`src/rtl/complex_accum_sequencer_pkg.sv`:
```
// Shared definitions for the complex accumulate sequencer: word widths,
// FSM state encoding and the layout of one buffered input element.
package complex_accum_sequencer_pkg;

    localparam int CPLX_W  = 64;
    localparam int PART_W  = 32;
    localparam int COUNT_W = 16;

    localparam logic [1:0] ST_IDLE   = 2'd0;
    localparam logic [1:0] ST_ISSUE  = 2'd1;
    localparam logic [1:0] ST_WAIT   = 2'd2;
    localparam logic [1:0] ST_OUTPUT = 2'd3;

    // Single-precision complex word: real part in the upper half.
    typedef struct packed {
        logic [PART_W-1:0] re;
        logic [PART_W-1:0] im;
    } cplx_t;

    // One buffered element as it sits in the input FIFO.
    typedef struct packed {
        logic  op;
        logic  last;
        cplx_t data;
    } elem_t;

    localparam int ELEM_W = $bits(elem_t);

endpackage

```
`src/rtl/complex_accum_sequencer_fifo.sv`:
```
// Small synchronous FIFO with full/empty flags and an occupancy count.
// Read data is the head entry (first-word fall-through); pushes into a
// full FIFO and pops from an empty one are ignored.
module sync_fifo_flags #(
    parameter int DEPTH = 4,
    parameter int WIDTH = 8
) (
    input  logic                   clk,
    input  logic                   rst,
    input  logic                   push,
    input  logic                   pop,
    input  logic [WIDTH-1:0]       wdata,
    output logic [WIDTH-1:0]       rdata,
    output logic                   full,
    output logic                   empty,
    output logic [$clog2(DEPTH):0] occupancy
);

    localparam int AW = $clog2(DEPTH);

    logic [WIDTH-1:0] mem_q [DEPTH];
    logic [AW-1:0]    wr_ptr_q, wr_ptr_d;
    logic [AW-1:0]    rd_ptr_q, rd_ptr_d;
    logic [AW:0]      occ_q, occ_d;
    logic             do_push;
    logic             do_pop;

    assign full      = (occ_q == (AW+1)'(DEPTH));
    assign empty     = (occ_q == '0);
    assign occupancy = occ_q;
    assign rdata     = mem_q[rd_ptr_q];
    assign do_push   = push && !full;
    assign do_pop    = pop && !empty;

    // Next pointer and occupancy values; pointers wrap since DEPTH is a power of two.
    always_comb begin
        wr_ptr_d = wr_ptr_q;
        rd_ptr_d = rd_ptr_q;
        occ_d    = occ_q;
        if (do_push) begin
            wr_ptr_d = wr_ptr_q + AW'(1);
        end
        if (do_pop) begin
            rd_ptr_d = rd_ptr_q + AW'(1);
        end
        case ({do_push, do_pop})
            2'b10:   occ_d = occ_q + (AW+1)'(1);
            2'b01:   occ_d = occ_q - (AW+1)'(1);
            default: occ_d = occ_q;
        endcase
    end

    // Control state: pointers and occupancy.
    always_ff @(posedge clk or posedge rst) begin
        if (rst) begin
            wr_ptr_q <= '0;
            rd_ptr_q <= '0;
            occ_q    <= '0;
        end else begin
            wr_ptr_q <= wr_ptr_d;
            rd_ptr_q <= rd_ptr_d;
            occ_q    <= occ_d;
        end
    end

    // Storage array; contents need no reset because occupancy guards reads.
    always_ff @(posedge clk) begin
        if (do_push) begin
            mem_q[wr_ptr_q] <= wdata;
        end
    end

endmodule

```
`src/rtl/complex_accum_sequencer.sv`:
```
// Buffers complex elements and folds each vector into an accumulator
// through an external complex adder-subtractor, then presents the
// vector total, element count and timeout error on a valid/ready port.
module complex_accum_sequencer
    import complex_accum_sequencer_pkg::*;
#(
    parameter int FIFO_DEPTH = 4,
    parameter int TIMEOUT    = 64
) (
    input  logic                clk,
    input  logic                rst,
    input  logic                in_valid,
    input  logic [CPLX_W-1:0]   in_data,
    input  logic                in_op,
    input  logic                in_last,
    output logic                in_ready,
    output logic                add_start,
    output logic                add_ce,
    output logic                add_op,
    output logic [CPLX_W-1:0]   add_A,
    output logic [CPLX_W-1:0]   add_B,
    input  logic [CPLX_W-1:0]   add_result,
    input  logic                add_finish,
    output logic                out_valid,
    output logic [CPLX_W-1:0]   out_data,
    output logic [COUNT_W-1:0]  out_count,
    output logic                out_err,
    input  logic                out_ready
);

    localparam int OCC_W = $clog2(FIFO_DEPTH) + 1;
    localparam int TMO_W = $clog2(TIMEOUT + 1);

    // Element count saturates instead of wrapping on very long vectors.
    function automatic logic [COUNT_W-1:0] sat_inc(input logic [COUNT_W-1:0] v);
        return (v == '1) ? v : v + COUNT_W'(1);
    endfunction

    logic [1:0]          state_q, state_d;
    logic                have_first_q, have_first_d;
    logic [CPLX_W-1:0]   acc_q, acc_d;
    logic [COUNT_W-1:0]  count_q, count_d;
    logic                err_q, err_d;
    logic [CPLX_W-1:0]   b_q, b_d;
    logic                op_q, op_d;
    logic                last_q, last_d;
    logic [TMO_W-1:0]    wait_cnt_q, wait_cnt_d;

    elem_t               fifo_wdata;
    elem_t               fifo_rdata;
    logic                fifo_push;
    logic                fifo_pop;
    logic                fifo_full;
    logic                fifo_empty;
    logic [OCC_W-1:0]    fifo_occ;

    assign fifo_wdata = '{op: in_op, last: in_last, data: in_data};
    assign in_ready   = (fifo_occ < OCC_W'(FIFO_DEPTH));
    assign fifo_push  = in_valid && !fifo_full;

    sync_fifo_flags #(
        .DEPTH (FIFO_DEPTH),
        .WIDTH (ELEM_W)
    ) u_fifo (
        .clk       (clk),
        .rst       (rst),
        .push      (fifo_push),
        .pop       (fifo_pop),
        .wdata     (fifo_wdata),
        .rdata     (fifo_rdata),
        .full      (fifo_full),
        .empty     (fifo_empty),
        .occupancy (fifo_occ)
    );

    // Adder operands come straight from registers that only move outside ISSUE/WAIT.
    assign add_start = (state_q == ST_ISSUE);
    assign add_ce    = (state_q == ST_ISSUE) || (state_q == ST_WAIT);
    assign add_A     = acc_q;
    assign add_B     = b_q;
    assign add_op    = op_q;
    assign out_valid = (state_q == ST_OUTPUT);
    assign out_data  = acc_q;
    assign out_count = count_q;
    assign out_err   = err_q;

    // Sequencer: load first element, issue one add per further element, wait, report.
    always_comb begin
        state_d      = state_q;
        have_first_d = have_first_q;
        acc_d        = acc_q;
        count_d      = count_q;
        err_d        = err_q;
        b_d          = b_q;
        op_d         = op_q;
        last_d       = last_q;
        wait_cnt_d   = wait_cnt_q;
        fifo_pop     = 1'b0;
        case (state_q)
            ST_IDLE: begin
                if (!fifo_empty) begin
                    fifo_pop = 1'b1;
                    if (!have_first_q) begin
                        // First element seeds the accumulator; its op is irrelevant.
                        acc_d        = fifo_rdata.data;
                        count_d      = COUNT_W'(1);
                        have_first_d = 1'b1;
                        if (fifo_rdata.last) begin
                            state_d = ST_OUTPUT;
                        end
                    end else begin
                        b_d     = fifo_rdata.data;
                        op_d    = fifo_rdata.op;
                        last_d  = fifo_rdata.last;
                        state_d = ST_ISSUE;
                    end
                end
            end
            ST_ISSUE: begin
                // A finish seen alongside start belongs to nothing we issued.
                wait_cnt_d = '0;
                state_d    = ST_WAIT;
            end
            ST_WAIT: begin
                if (add_finish) begin
                    acc_d   = add_result;
                    count_d = sat_inc(count_q);
                    state_d = last_q ? ST_OUTPUT : ST_IDLE;
                end else if (wait_cnt_q == TMO_W'(TIMEOUT - 1)) begin
                    // Give up on the adder and report what was accumulated so far.
                    err_d   = 1'b1;
                    state_d = ST_OUTPUT;
                end else begin
                    wait_cnt_d = wait_cnt_q + TMO_W'(1);
                end
            end
            ST_OUTPUT: begin
                if (out_ready) begin
                    count_d      = '0;
                    err_d        = 1'b0;
                    have_first_d = 1'b0;
                    state_d      = ST_IDLE;
                end
            end
            default: begin
                state_d = ST_IDLE;
            end
        endcase
    end

    // Sequencer registers; reset abandons any in-flight add.
    always_ff @(posedge clk or posedge rst) begin
        if (rst) begin
            state_q      <= ST_IDLE;
            have_first_q <= 1'b0;
            acc_q        <= '0;
            count_q      <= '0;
            err_q        <= 1'b0;
            b_q          <= '0;
            op_q         <= 1'b0;
            last_q       <= 1'b0;
            wait_cnt_q   <= '0;
        end else begin
            state_q      <= state_d;
            have_first_q <= have_first_d;
            acc_q        <= acc_d;
            count_q      <= count_d;
            err_q        <= err_d;
            b_q          <= b_d;
            op_q         <= op_d;
            last_q       <= last_d;
            wait_cnt_q   <= wait_cnt_d;
        end
    end

endmodule

```
`config.mk`:
```
export PLATFORM = sky130hd
export DESIGN_NAME = complex_accum_sequencer
export DESIGN_NICKNAME = d
export VERILOG_FILES = /design/src/rtl/complex_accum_sequencer_pkg.sv /design/src/rtl/complex_accum_sequencer_fifo.sv /design/src/rtl/complex_accum_sequencer.sv
export SDC_FILE = /design/constraint.sdc
export NUM_CORES = 1
export LEC_CHECK = 0
export ABC_AREA = 1
export CORE_AREA = 2 2 252 254
export CTS_CLUSTER_DIAMETER = 40
export DETAILED_ROUTE_END_ITERATION = 7
export DIE_AREA = 0 0 254 256
export PLACE_DENSITY = 0.49
export SETUP_SLACK_MARGIN = 0.05
export SYNTH_ARGS = -nofsm -noshare
export SYNTH_HDL_FRONTEND = slang
export SYNTH_SLANG_ARGS = --single-unit
export TNS_END_PERCENT = 50
```
`constraint.sdc`:
```
create_clock -name clk -period 10.6 [get_ports clk]
set_input_delay 2.65 -clock clk [delete_from_list [all_inputs] [get_ports clk]]
set_output_delay 2.65 -clock clk [all_outputs]
set_load 0.02 [all_outputs]
```
# == Yosys cells after proc, flatten, opt, wreduce, memory -nomap -nowiden ==
# Memory sizes are Yosys's and may differ from the RTL's.
# Index checks and enable logic that the tools add are counted.
# classes
add_sub_neg,6
magnitude_cmp,1
eq_ne,18
n_mux,32
n_bitwise,1
reduce_logical,21
# op_table
cell,count
2-to-1 mux 64 bit,3
case mux 64 bit (2 select lines),1
2-to-1 mux 16 bit,5
case mux 16 bit (3 select lines),1
adder 16 x 1 -> 16 bit (second input constant),1
equality test 16 bit (second input constant),1
2-to-1 mux 2 bit,7
2-to-1 mux 7 bit,2
case mux 7 bit (2 select lines),1
inequality test 2 bit (second input constant),6
AND reduction 4 bit,3
nonzero test 2 bit,5
AND reduction 3 bit,3
2-to-1 mux 1 bit,8
case mux 2 bit (4 select lines),1
adder 7 x 1 -> 7 bit (second input constant),1
equality test 7 x 6 -> 1 bit (second input constant),1
equality test 2 bit (second input constant),3
case mux 3 bit (2 select lines),1
AND reduction 6 bit,1
adder 2 x 1 -> 2 bit (second input constant),2
equality test 2 x 1 -> 1 bit (second input constant),2
inequality test 2 x 1 -> 1 bit (second input constant),2
case mux 1 bit (2 select lines),2
13 further kinds,16
# totals
ff_bits,164
ramBits,264
inputBits,135
wordCells,92
memories,1
# mem_list
name,words,word_bits,rd,rd_ports_with_merged_regs,wr,line,text
u_fifo.mem_q,4,66,1,0,1,complex_accum_sequencer_fifo.sv:21,logic [WIDTH-1:0] mem_q [DEPTH];

# == Depth between registers and ports, before layout ==
# Gate-level depths: netlist of the first run.
# depth
ltp_word,6
depth_mapped,12

# == Cells and area by module ==
# From an unflattened synthesis of the first run, not the netlist that was laid out.
# unflattened
cells_unflattened,1646
hier_area_um2,18716.7
# by_module_without_submodules
mod,n_inst,cells_each,area_per_inst_um2
sync_fifo_flags,1,833,11088.1
complex_accum_sequencer,1,813,7628.6

# == Worst setup path after synthesis of the first run ==
# OpenSTA, ideal clock, no wires.
# synth_timing
path_type,input to register
from,input in_valid
to,"memory u_fifo.mem_q[0][0] (netlist name), enable pin"
arrival_ps,5548
required_ps,10109
path_slack_ps,4561
cell_stages,2
path_buffers,0
path_cell_list,o31ai_2 nor2_1
# synth_between
elab_chain_len,4
# synth_rtl
item,line,text
start: declaration,complex_accum_sequencer.sv:12,"input logic in_valid,"
logical AND 1 bit,complex_accum_sequencer.sv:59,assign fifo_push = in_valid && !fifo_full;
logical AND 1 bit,complex_accum_sequencer_fifo.sv:32,assign do_push = push && !full;
2-to-1 mux 1 bit,complex_accum_sequencer_fifo.sv:68,if (do_push) begin
2-to-1 mux 1 bit (not written as such),complex_accum_sequencer_fifo.sv:69,mem_q[wr_ptr_q] <= wdata;
end: declaration,complex_accum_sequencer_fifo.sv:21,
# No other way between the ends.

# == Worst setup path after layout of the first run ==
# layout_timing
from,register state_q[1]
to,output add_start
# layout_between
elab_chain_len,1
# layout_rtl
item,line,text
start: declaration,complex_accum_sequencer.sv:39,"logic [1:0] state_q, state_d;"
start signal: assignment,complex_accum_sequencer.sv:164,state_q <= state_d;
equality test 2 x 1 -> 1 bit,complex_accum_sequencer.sv:77,assign add_start = (state_q == ST_ISSUE);
end: declaration,complex_accum_sequencer.sv:17,"output logic add_start,"
# No other way between the ends.

==> out/metrics.cfg, run 1 <==
[cells_and_area]
design_area_sq_um = 24900
mostFrequentLayoutCell = nand2_1
syn2layout_area_growth_pct = 33.8
fillers = 6017
layout.nets = 2193
regArea_sq_um = 12000
multi_input_area_sq_um = 5120
final_cell_mix = 569 x nand2_1, 348 x clkdlybuf4s50_1, 264 x edfxtp_1
drive_above_1_share_pct = 12.2
utilization_pct = 39.9

[setup_path]
critPathRequiredTime_ns = 7.95
critPathLaunch = state_q[1]
arrival_ns = 2.00
critPathLaunchType = register
rr_startpoint = u_fifo.rd_ptr_q[0]
worst-setup-path-type = register to output port
crit_fanout = 4
end_kind = output port

[route]
drt-total-wl_mm = 48.7
route.detailed.drc = 0
vias = 12800
dr.pass1.iters = 7
drt_iter0_drc = 616
avgRoutedWirePerCell_um = 16.5
viasPerCell = 4.33
ant_nets = 0

[pwr]
cellPowerDensity_nw_per_um2 = 343
p_leak_uw = 0.00984
peakVddDrop_v = 0.000203

[timing]
final_hold_viol_count = 0
slew_violations = 0
slew_headroom_pct = 26.3
fin_crit_sh_pct = 43.9
rsz0062_at_grt = no
fin_skew_ns = 0.0247
finalSetupViolations = 0
max_freq_ghz = 0.215
fin_setup_tns_ns = 0
worst_slew_pin_slew_ns = 1.10
fin_crit_ns = 4.65

[clocking]
ctsResizeCount = 0
htreeDepth = 3
numCtsBuffers = 76
clock_latency_ns = 0.59
clockRootBuffer = clkbuf_16
cts_sinks = 428
clockBufferDepth = 3
cts_hold_buf = 0
clk_pin_slew_ns = 0.05
tritoncts = built
cts_setup_buffers = 0

[global_route]
grt_use_total_pct = 15.0
grt_max_degree = 87
grt-ovfl-total = 0
grt_pass1_vias = 12800
antenna_found_initial = 7
grt_pass1_wl_mm = 75.1

[outcome]
status = completed

[yosys]
netlist_area_sq_um = 18600
synthCells = 1760
synth_ff_type = edfxtp_1
synth-seq-area-share_pct = 64.7
syn_nets = 1908
yosysWarnings = 0
synth_cell_types = 33
avgSynthCellArea_sq_um = 10.6
ys_seq_elements = 428
async_reset_ff_share_pct = 38.3
synth_edf_count = 264

[floorplanning]
row_count = 92
fp.dieW_um = 254
io_pins = 349
start_util_pct = 29.8
die-area_sq_um = 65000
core_area_sq_um = 62400
die_h_um = 256

[placed_design]
gp_congestion = 0.776
dpl_cell_area_sq_um = 22200
dp_hpwl_mm = 30.5
io_buffers = 348

[hold_path]
hp-start = add_B[54]
worstHoldPathType = register to register

[job]
max_cap_viol_count = 0

[worst max-delay path, cell delays in order (launching register included)]
cell and delay [ns]:
dfrtp_1 0.43, inv_1 0.12, ha_1 0.24, clkdlybuf4s50_1 0.63
[routing by layer]
metal | vias to the layer above | share of wire (%) | global-route usage (%)
li1 | 6374 | - | -
met1 | 6016 | 43 | 18.7
met2 | 296 | 49 | 25.3
met3 | 78 | 5.9 | 3.81
met4 | 10 | 1.8 | 4.72
met5 | - | 0.13 | 0
[area by class of cell]
cell class | count | share of cell area [%]
Sequential cell | 428 | 48.4
Clock buffer | 87 | 8.27
Inverter | 112 | 1.72
Multi-Input combinational cell | 1065 | 20.6
Tap cell | 846 | 4.26
Antenna cell | 2 | 0.0201
Timing Repair Buffer | 362 | 14.4
Clock inverter | 50 | 2.33
[path summary, 6_finish.rpt]
| check | slack (ns) | endpoint | depth (start not counted) |
|---|---|---|---|
| worst max register to register | 7.52 | add_A[33] | 8 |
| worst max-delay path | 5.95 | add_start | 3 |
| worst min-delay path | 0.48 | add_B[54] | 2 |
| min in group asynchronous | 2.48 | add_B[9] | 2 |
| max in group asynchronous | 6.86 | u_fifo.rd_ptr_q[0] | 3 |
| worst min register to register | 0.48 | add_B[54] | 2 |
[Yosys cell counts (31+ instances only)]
cell      instances  area share, %
buf_2            31           0.83
nand3_1         153            4.1
o21ai_2          64            3.0
nor2_1           39           0.79
edfxtp_1        264             43
buf_4            78            3.1
dfrtp_1         164             22
nand2_2          32            1.1
inv_1           109            2.2
o21ai_1          53            1.4
o21ai_0         106            2.9
nand2_1         569             11
[state kept, by name (all words and copies together), names as in the netlist]
name / cells
add_A: 64
add_B: 64
add_op: 1
have_first_q: 1
last_q: 1
out_count: 16
out_err: 1
state_q: 2
u_fifo.mem_q: 264
u_fifo.occupancy: 3
u_fifo.rd_ptr_q: 2
u_fifo.wr_ptr_q: 2
wait_cnt_q: 7
[power breakdown]
| part | total [uW] | leakage, uW | switching, uW | internal [uW] |
|---|---|---|---|---|
| Clock | 2480 | 0.00129 | 839 | 1640 |
| Sequential | 2600 | 0.00446 | 292 | 2300 |
| Combinational | 3460 | 0.00410 | 2180 | 1280 |
| Total | 8540 | 0.00984 | 3310 | 5230 |
[stage by stage]
step	worst slack [ns]	hold slack, ns	instances	total power, uW
2_1_floorplan	3.52	0.454	1760	5030
3_3_place_gp	5.48	0.470	2813	6100
3_5_place_dp	5.44	0.475	2813	6160
4_1_cts	5.90	0.487	2950	8700
5_1_grt	5.84	0.501	2950	9120
6_report	5.95	0.478	2952	8540
[cell families (layout without fill, tap and decap cells)]
family / count (synthesis) / after routing / share of synthesized area, %
buffers and inverters: 267 / 611 / 8.03
AO/OA/AOI/OAI: 233 / 233 / 7.73
AND/OR/NAND/NOR: 805 / 805 / 18.0
adder cells (fa/ha/maj): 13 / 13 / 0.915
flip-flops: 428 / 428 / 64.7
other: 0 / 2 / 0
XOR/XNOR: 14 / 14 / 0.659
(Power assumes the default switching activity.)
==> inputs of run 2 (changes only) <==
clock period = 4.59 ns   (was 10.6 ns; I/O delays follow)
==> run 2 against run 1 <==
Effect of this change: global-route usage shrank 0.096 points; non-clock buffer count increased by 7; sequential share of layout area is 0.49 points lower; wire length fell by 0.65%; utilization is 0.41 points higher; sequential power grew 130%; critical path type unchanged; critical endpoint unchanged.
==> out/metrics.cfg, run 2 (synthesized netlist as in run 1, its figures left out) <==
[outcome]
status = completed

[setup_path]
path_delay_family = buffers and inverters
arrival_ns = 2.05
crit_fanout = 4
end_kind = output port
worst_path_max_delay_cell = clkdlybuf4s50_1
worst-setup-path-type = register to output port
critPathRequiredTime_ns = 3.44
timing.critical_path.buf_inv = 2
max_stage_delay_ns = 0.63
path_cells = inv_1, ha_1, clkdlybuf4s50_1
critPathLaunchType = register

[timing]
rsz0062_at_grt = no
slew_violations = 0
final_hold_viol_count = 0
fin_skew_ns = 0.0205
worst_slew_pin_slew_ns = 1.17
whs_ns = 0.477
finalSetupViolations = 0
worst_slack_ns = 1.40
slew_headroom_pct = 21.3
fin_setup_tns_ns = 0
fin_crit_ns = 3.19
fin_crit_sh_pct = 69.6
max_freq_ghz = 0.313

[route]
drt-total-wl_mm = 48.3
dr.pass1.iters = 5
route.detailed.drc = 0
ant_nets = 0
avgRoutedWirePerCell_um = 16.3
viasPerCell = 4.35
vias = 12900
drt_iter0_drc = 560

[cells_and_area]
fillers = 6068
largest_reg_flops = 264
largest-register = u_fifo.mem_q
mostFrequentLayoutCell = nand2_1
multi_input_area_sq_um = 5120
regArea_sq_um = 12000
final_cell_count_no_fill = 2969
layout.nets = 2202
drive_above_1_share_pct = 12.8
final_cell_mix = 569 x nand2_1, 348 x clkdlybuf4s50_1, 264 x edfxtp_1
syn2layout_area_growth_pct = 35.1

[placed_design]
dp_cells = 2820
dp_hpwl_mm = 30.7
gp_congestion = 0.767
pre_cts_slack_ns = 1.37
io_buffers = 348

[clocking]
clock_latency_ns = 0.61
cts_setup_buffers = 0
tritoncts = built
cts_hold_buf = 0
clockRootBuffer = clkbuf_16
clk_pin_slew_ns = 0.05
ctsResizeCount = 0
clockBufferDepth = 3
numCtsBuffers = 78
cts_sinks = 428
htreeDepth = 3

[floorplanning]
die-area_sq_um = 65000
start_util_pct = 29.8
io_pins = 349
fp.dieW_um = 254
row_count = 92
core_area_sq_um = 62400
die_h_um = 256

[pwr]
peakVddDrop_v = 0.000505
cellPowerDensity_nw_per_um2 = 796
p_leak_uw = 0.00994

[global_route]
grt_pass1_vias = 12800
antenna_found_initial = 6
grt-ovfl-total = 0
grt_pass1_wl_mm = 74.9
grt_use_total_pct = 14.9
grt_max_degree = 82

[hold_path]
worstHoldPathType = register to register

[job]
max_cap_viol_count = 0

## run 2: final timing paths
path                       depth (start not counted)                start             endpoint  slack [ns]
max                                                3           state_q[1]            add_start        1.40
min                                                2            add_B[55]            add_B[55]        0.48
max reg2reg                                        7  u_fifo.occupancy[0]  u_fifo.occupancy[2]        1.85
min reg2reg                                        2            add_B[55]            add_B[55]        0.48
max in group asynchronous                          3                  rst            add_B[46]        2.98
min in group asynchronous                          2                  rst            add_A[14]        0.85
## run 2: power by group
part,internal (uW),switching [uW]
Clock,3920,2080
Combinational,3020,5010
Sequential,5310,656
Total,12300,7740
## run 2: area by class of cell
| cell class | instances | area share, % |
|---|---|---|
| multi-input combinational | 1065 | 20.4 |
| tap | 846 | 4.21 |
| clock buffer | 88 | 8.08 |
| clock inverter | 58 | 2.96 |
| timing repair buffer | 369 | 14.7 |
| antenna | 3 | 0.0299 |
| sequential | 428 | 47.9 |
| inverter | 112 | 1.70 |
## run 2: routing by layer
metal	up-vias	track usage [%]	wire length, um
met3	65	4.11	3020
met4	8	5.60	929
met2	308	24.7	23500
met5	-	0	57
li1	6402	-	-
met1	6135	18.4	20800
## run 2: metrics by stage
| step | area, sq um | util, % | power (uW) |
|---|---|---|---|
| CTS | 25100 | 40.3 | 20400 |
| floorplan | 18600 | - | 11600 |
| detailed placement | 22300 | 35.8 | 14200 |
| global placement | 22300 | 35.8 | 14100 |
| finish | 25100 | 40.3 | 20000 |
| global route | 25100 | 40.3 | 21400 |
## run 2: worst register-to-register path, delay by kind of cell, from the launching register on
family	cells	cell delay (ns)
buffers and inverters	1	0.07
flip-flops	1	0.45
adder cells (fa/ha/maj)	2	0.67
AO/OA/AOI/OAI	3	1.27
XOR/XNOR	1	0.15
